## src/rtl/mmio_mem_map.sv

```systemverilog
// Dual-port address decoder: splits ports A/B between an MMIO register file
// and an external SRAM, exposes all registers in parallel, and lets
// accelerator done pulses clear software-set command flags.
module mmio_mem_map #(
    parameter int unsigned DATA_WIDTH      = 32,
    parameter int unsigned ADDR_WIDTH      = 32,
    parameter int unsigned NUM_REGS        = 14,
    parameter int unsigned REG_STRIDE_LOG2 = 8,
    parameter int unsigned MMIO_LIMIT      = 32'h1000,
    parameter int unsigned FLAG_BASE       = 10,
    parameter int unsigned NUM_FLAGS       = 3
) (
    input  logic                           clk,
    input  logic                           rst_n,
    input  logic [DATA_WIDTH-1:0]          data_a,
    input  logic [DATA_WIDTH-1:0]          data_b,
    input  logic [ADDR_WIDTH-1:0]          addr_a,
    input  logic [ADDR_WIDTH-1:0]          addr_b,
    input  logic                           we_a,
    input  logic                           we_b,
    output logic [DATA_WIDTH-1:0]          q_a,
    output logic [DATA_WIDTH-1:0]          q_b,
    output logic                           err_a,
    output logic                           err_b,
    output logic                           ram_we_a,
    output logic                           ram_we_b,
    input  logic [DATA_WIDTH-1:0]          ram_q_a,
    input  logic [DATA_WIDTH-1:0]          ram_q_b,
    input  logic [NUM_FLAGS-1:0]           flag_clr,
    output logic [NUM_REGS*DATA_WIDTH-1:0] regs_flat,
    output logic [NUM_FLAGS-1:0]           busy
);

    typedef enum logic [1:0] {
        SEL_REG  = 2'd0,
        SEL_SRAM = 2'd1,
        SEL_ERR  = 2'd2
    } sel_e;

    logic [DATA_WIDTH-1:0] regs_q [NUM_REGS];
    logic [DATA_WIDTH-1:0] regs_d [NUM_REGS];

    logic [DATA_WIDTH-1:0] reg_rd_a_q, reg_rd_a_d;
    logic [DATA_WIDTH-1:0] reg_rd_b_q, reg_rd_b_d;
    sel_e                  sel_a_q, sel_a_d;
    sel_e                  sel_b_q, sel_b_d;

    logic                  sram_a, sram_b;
    logic                  valid_a, valid_b;
    logic [ADDR_WIDTH-1:0] idx_a, idx_b;
    logic [DATA_WIDTH-1:0] rd_a, rd_b;

    // Same-cycle address decode: SRAM region, valid register, or unmapped MMIO
    always_comb begin
        idx_a   = addr_a >> REG_STRIDE_LOG2;
        idx_b   = addr_b >> REG_STRIDE_LOG2;
        sram_a  = addr_a >= ADDR_WIDTH'(MMIO_LIMIT);
        sram_b  = addr_b >= ADDR_WIDTH'(MMIO_LIMIT);
        valid_a = !sram_a && (addr_a[REG_STRIDE_LOG2-1:0] == '0)
                  && (idx_a < ADDR_WIDTH'(NUM_REGS));
        valid_b = !sram_b && (addr_b[REG_STRIDE_LOG2-1:0] == '0)
                  && (idx_b < ADDR_WIDTH'(NUM_REGS));
        ram_we_a = we_a && sram_a;
        ram_we_b = we_b && sram_b;
    end

    // Register read mux; index compared in full width so no out-of-range select
    always_comb begin
        rd_a = '0;
        rd_b = '0;
        for (int i = 0; i < int'(NUM_REGS); i++) begin
            if (idx_a == ADDR_WIDTH'(i)) rd_a = regs_q[i];
            if (idx_b == ADDR_WIDTH'(i)) rd_b = regs_q[i];
        end
        reg_rd_a_d = valid_a ? rd_a : '0;
        reg_rd_b_d = valid_b ? rd_b : '0;
        sel_a_d    = sram_a ? SEL_SRAM : (valid_a ? SEL_REG : SEL_ERR);
        sel_b_d    = sram_b ? SEL_SRAM : (valid_b ? SEL_REG : SEL_ERR);
    end

    // Register next state: flag clear lowest priority, then port B, then port A
    always_comb begin
        for (int i = 0; i < int'(NUM_REGS); i++) begin
            regs_d[i] = regs_q[i];
        end
        for (int f = 0; f < int'(NUM_FLAGS); f++) begin
            if (flag_clr[f]) regs_d[FLAG_BASE+f] = '0;
        end
        for (int i = 0; i < int'(NUM_REGS); i++) begin
            if (we_b && valid_b && (idx_b == ADDR_WIDTH'(i))) regs_d[i] = data_b;
            if (we_a && valid_a && (idx_a == ADDR_WIDTH'(i))) regs_d[i] = data_a;
        end
    end

    // State registers: register file and per-port read-select pipeline
    always_ff @(posedge clk or negedge rst_n) begin
        if (!rst_n) begin
            for (int i = 0; i < int'(NUM_REGS); i++) begin
                regs_q[i] <= '0;
            end
            reg_rd_a_q <= '0;
            reg_rd_b_q <= '0;
            sel_a_q    <= SEL_REG;
            sel_b_q    <= SEL_REG;
        end else begin
            for (int i = 0; i < int'(NUM_REGS); i++) begin
                regs_q[i] <= regs_d[i];
            end
            reg_rd_a_q <= reg_rd_a_d;
            reg_rd_b_q <= reg_rd_b_d;
            sel_a_q    <= sel_a_d;
            sel_b_q    <= sel_b_d;
        end
    end

    // Parallel register view and per-flag busy indication
    always_comb begin
        regs_flat = '0;
        busy      = '0;
        for (int i = 0; i < int'(NUM_REGS); i++) begin
            regs_flat[i*DATA_WIDTH +: DATA_WIDTH] = regs_q[i];
        end
        for (int f = 0; f < int'(NUM_FLAGS); f++) begin
            busy[f] = |regs_q[FLAG_BASE+f];
        end
    end

    // Read data steering; unmapped accesses return zero with err raised
    assign q_a   = (sel_a_q == SEL_SRAM) ? ram_q_a : reg_rd_a_q;
    assign q_b   = (sel_b_q == SEL_SRAM) ? ram_q_b : reg_rd_b_q;
    assign err_a = (sel_a_q == SEL_ERR);
    assign err_b = (sel_b_q == SEL_ERR);

endmodule
```

## config.mk

```make
export PLATFORM = sky130hd
export DESIGN_NAME = mmio_mem_map
export DESIGN_NICKNAME = d
export VERILOG_FILES = /design/src/rtl/mmio_mem_map.sv
export SDC_FILE = /design/constraint.sdc
export NUM_CORES = 2
export LEC_CHECK = 0
export CORE_MARGIN = 2
export CORE_UTILIZATION = 25
export CTS_BUF_LIST = sky130_fd_sc_hd__clkbuf_8
export DETAILED_ROUTE_END_ITERATION = 16
export SLEW_MARGIN = 20
export SYNTH_ARGS = -nofsm -noshare
export SYNTH_HDL_FRONTEND = slang
export SYNTH_SLANG_ARGS = --single-unit
```

## constraint.sdc

```tcl
create_clock -name clk -period 3.6 [get_ports clk]
set_input_delay 0.72 -clock clk [delete_from_list [all_inputs] [get_ports clk]]
set_output_delay 0.72 -clock clk [all_outputs]
set_load 0.005 [all_outputs]
```

==> results.yml <==
run_status:
  status: "finished with violations"
  violations: "negative setup slack"
layout:
  final_cells: 5981
  final_nets: 4374
  syn2layout_area_growth_pct: 39.83
  drive_gt1_share_pct: 16.41
  final_util_pct: 35.31
cts:
  cts_tree: "yes"
  numClockSinks: 516
  htreeDepth: 3
  cts_buffers: 89
  clk_path_buf_depth: 3
  cts_root_buffer: "clkbuf_8"
  clkLatencyLatePin_ns: 0.75
  clk_pin_slew_worst_paths_ns: 0.06
route:
  vias: 33820
  drc: 0
  ant_nets: 0
  drt-wirelength-per-cell_um: 33.85
  vias_per_cell: 5.655
  wirelength_mm: 202.4
  dr.pass1.iters: 8
  first_iter_violations: 4582
pwr:
  total_power_uw: 12630
  seq_power_share_pct: 45.9
  pwr-share-clk_pct: 44.1
  swShare_pct: 27.97
  switching_power_uw: 3533
  p_int_uw: 9099
  power_density_nw_per_um2: 279.5
  power_leakage_uw: 0.01884
  peakVddDrop_mv: 0.2180
  p_comb_share_pct: 10.0
sta:
  rsz0062_at_grt: "true"
  setup_viol: 1
  drv_slew: 0
  timing.fmax_ghz: 0.2771
  fin_crit_sh_pct: 100.2
  worstMarginPinSlew_ns: 1.111
  fin_ws_ns: -0.008171
  skew_ns: 0.03496
  slew_headroom_pct: 25.72
  fin_crit_ns: 3.608
  hold_viol: 0
yosys:
  synth_top_area_share_pct: 39.95
  syn_inst: 3442
  syn_area_um2: 32320
  netlist_top_cells_count: "dfrtp_1, a21oi_1, mux2i_1"
  yosysMostFrequentCell: "dfrtp_1"
  yosys.area.top_type: "dfrtp_1"
  ys_warn_count: 0
  synthArstFlopShare_pct: 100.0
  synthFlopType: "dfrtp_1"
  ys_top_cells_by_area: "dfrtp_1, mux2i_1, a21oi_1, mux4_2, nor2_1"
  ys_seq_elements: 516
  synth_edf_count: 0
  ys_seq_area_share_pct: 39.95
  avgSynthCellArea_um2: 9.391
  syn_nets: 3641
  synthDistinctLibCells: 70
worst_setup_path:
  cp_slowest_cell: "nor4_4"
  crit_required_ns: 2.88
  setup.worst_path.end_class: "output pin"
  crit_chain: "clkdlybuf4s50_1, nor4_4, nand2_1, nor2_2, inv_1, and2_1, clkdlybuf4s50_1"
  cp.arrival_ns: 2.89
  cp_slowest_stage_delay_ns: 0.51
  path_buf_inv: 3
  critPathMaxFanout: 2
  worst_path_most_repeated_cell: "clkdlybuf4s50_1"
  cp_top_family: "buffers and inverters"
  path_class: "primary input to output pin"
  cp-start-kind: "primary input"
min_path:
  min_path_type: "primary input to asynchronous set/reset pin"
placement:
  dp.cells: 5807
  place.gp.congestion: 0.9790
  dp_hpwl_mm: 154.7
  port_buffers: 717
flow_run:
  max-cap-violations: 0
die:
  start_util_pct: 25.25
  core_um2: 128000
  dieWidth_um: 363.6
  die_h_um: 363.6
  die-area_um2: 132200
  rows: 131
  boundaryPins: 718
global_route:
  grt_pass1_wl_mm: 273.3
  met2_usage_pct: 44.73
  grt-busiest-layer: "met2"
  antenna_found_initial: 29
  grt_remaining_overflow: 0
  grt_max_degree: 81
  use_met1_pct: 37.19
  grt_pass1_vias: 31800
  grt_usage_pct: 29.47
  use_met3_pct: 10.94
[sequential cells by signal, indices dropped and copies added, names as in the netlist]
register / flops
sel_a_q: 2
reg_rd_b_q: 32
sel_b_q: 2
regs_flat: 448
reg_rd_a_q: 32
[timing repair]
item                                    in CTS  in global routing
hold endpoints to repair                    41                  0
setup buffers                                1                  4
resized for setup                           27                  8
endpoints found under the setup margin       4                  3
hold buffers                                 1                  0
pin swaps                                    4                  6
gates cloned                                 0                  0
[path summary, 6_finish.rpt]
| kind | startpoint | to | slack (ns) | cells after the start |
|---|---|---|---|---|
| min in group clk | regs_flat[316] | regs_flat[316] | 0.61 | 2 |
| max in group asynchronous | rst_n | regs_flat[4] | 1.99 | 4 |
| setup / recovery | addr_a[28] | ram_we_a | -0.008 | 7 |
| hold reg to reg | regs_flat[316] | regs_flat[316] | 0.61 | 2 |
| setup reg to reg | regs_flat[335] | reg_rd_b_q[15] | 1.34 | 5 |
| hold / removal | rst_n | regs_flat[409] | 0.53 | 2 |
[power groups by stage]
stage / registers (uW) / logic (uW) / clock network, uW
2_1_floorplan: 5910 / 396 / 0
3_3_place_gp: 5910 / 1220 / 0
3_5_place_dp: 5910 / 1220 / 0
4_1_cts: 5800 / 1240 / 5630
5_1_grt: 5800 / 1300 / 5860
6_report: 5800 / 1260 / 5570
[stage by stage]
step / hold WS, ns / TNS, ns / area [um^2] / setup WS, ns
after floorplan: 0.4244 / 0 / 32320 / 0.9619
after global placement: 0.5823 / -16.51 / 43170 / -0.5123
after detailed placement: 0.5955 / -10.88 / 43170 / -0.5113
after CTS: 0.4944 / -0.02755 / 45120 / -0.02755
after global routing: 0.5391 / -0.008479 / 45190 / -0.008479
final: 0.5268 / -0.008171 / 45200 / -0.008171
[cell families after synthesis]
kind of cell           after synthesis  synth area share [%]
AOI/OAI and AO/OA                 1015                 18.66
buffers and inverters              366                 4.935
DFF                                516                 39.95
muxes                              641                 23.22
and+or+nand+nor                    904                 13.24
[cells in the final DEF (no fill, tap or decap), types with 26 or more instances in the layout]
master	synthesis	routed
nand2b_1	37	36
mux4_2	75	75
buf_12	0	72
o22ai_1	83	83
o221ai_1	39	39
mux2i_1	444	444
mux2_2	122	122
buf_4	17	201
o2bb2ai_1	38	38
nand2_1	199	198
a21oi_1	474	474
clkbuf_8	0	114
nor3_1	28	26
dfrtp_1	516	508
nor2_1	402	397
o21ai_0	58	58
o21ai_1	144	144
inv_1	18	48
clkdlybuf4s50_1	0	712
nor2b_1	72	69
[worst register-to-register path, delay by kind of cell (launching register included)]
family             cells  cell delay (ns)
AOI/OAI and AO/OA      3             0.90
DFF                    1             0.62
muxes                  1             0.38
and+or+nand+nor        1             0.19
[layer usage]
metal  up-vias  wire length, um
li1      14120                -
met1     16710            77580
met2      2466            87510
met3       493            26330
met4        36            10780
met5         -              224
[area by class of cell]
| class | instances | area (um^2) |
|---|---|---|
| diodes | 10 | 25.02 |
| clock buffers | 114 | 1569 |
| clock inverters | 44 | 201.4 |
| fillers | 12970 | 82810 |
| inverters | 20 | 75.07 |
| multi-input cells | 2560 | 18130 |
| flip-flops and latches | 516 | 12920 |
| well taps | 1729 | 2163 |
| repair buffers | 988 | 10110 |
Power figures use the tool's default switching activity.
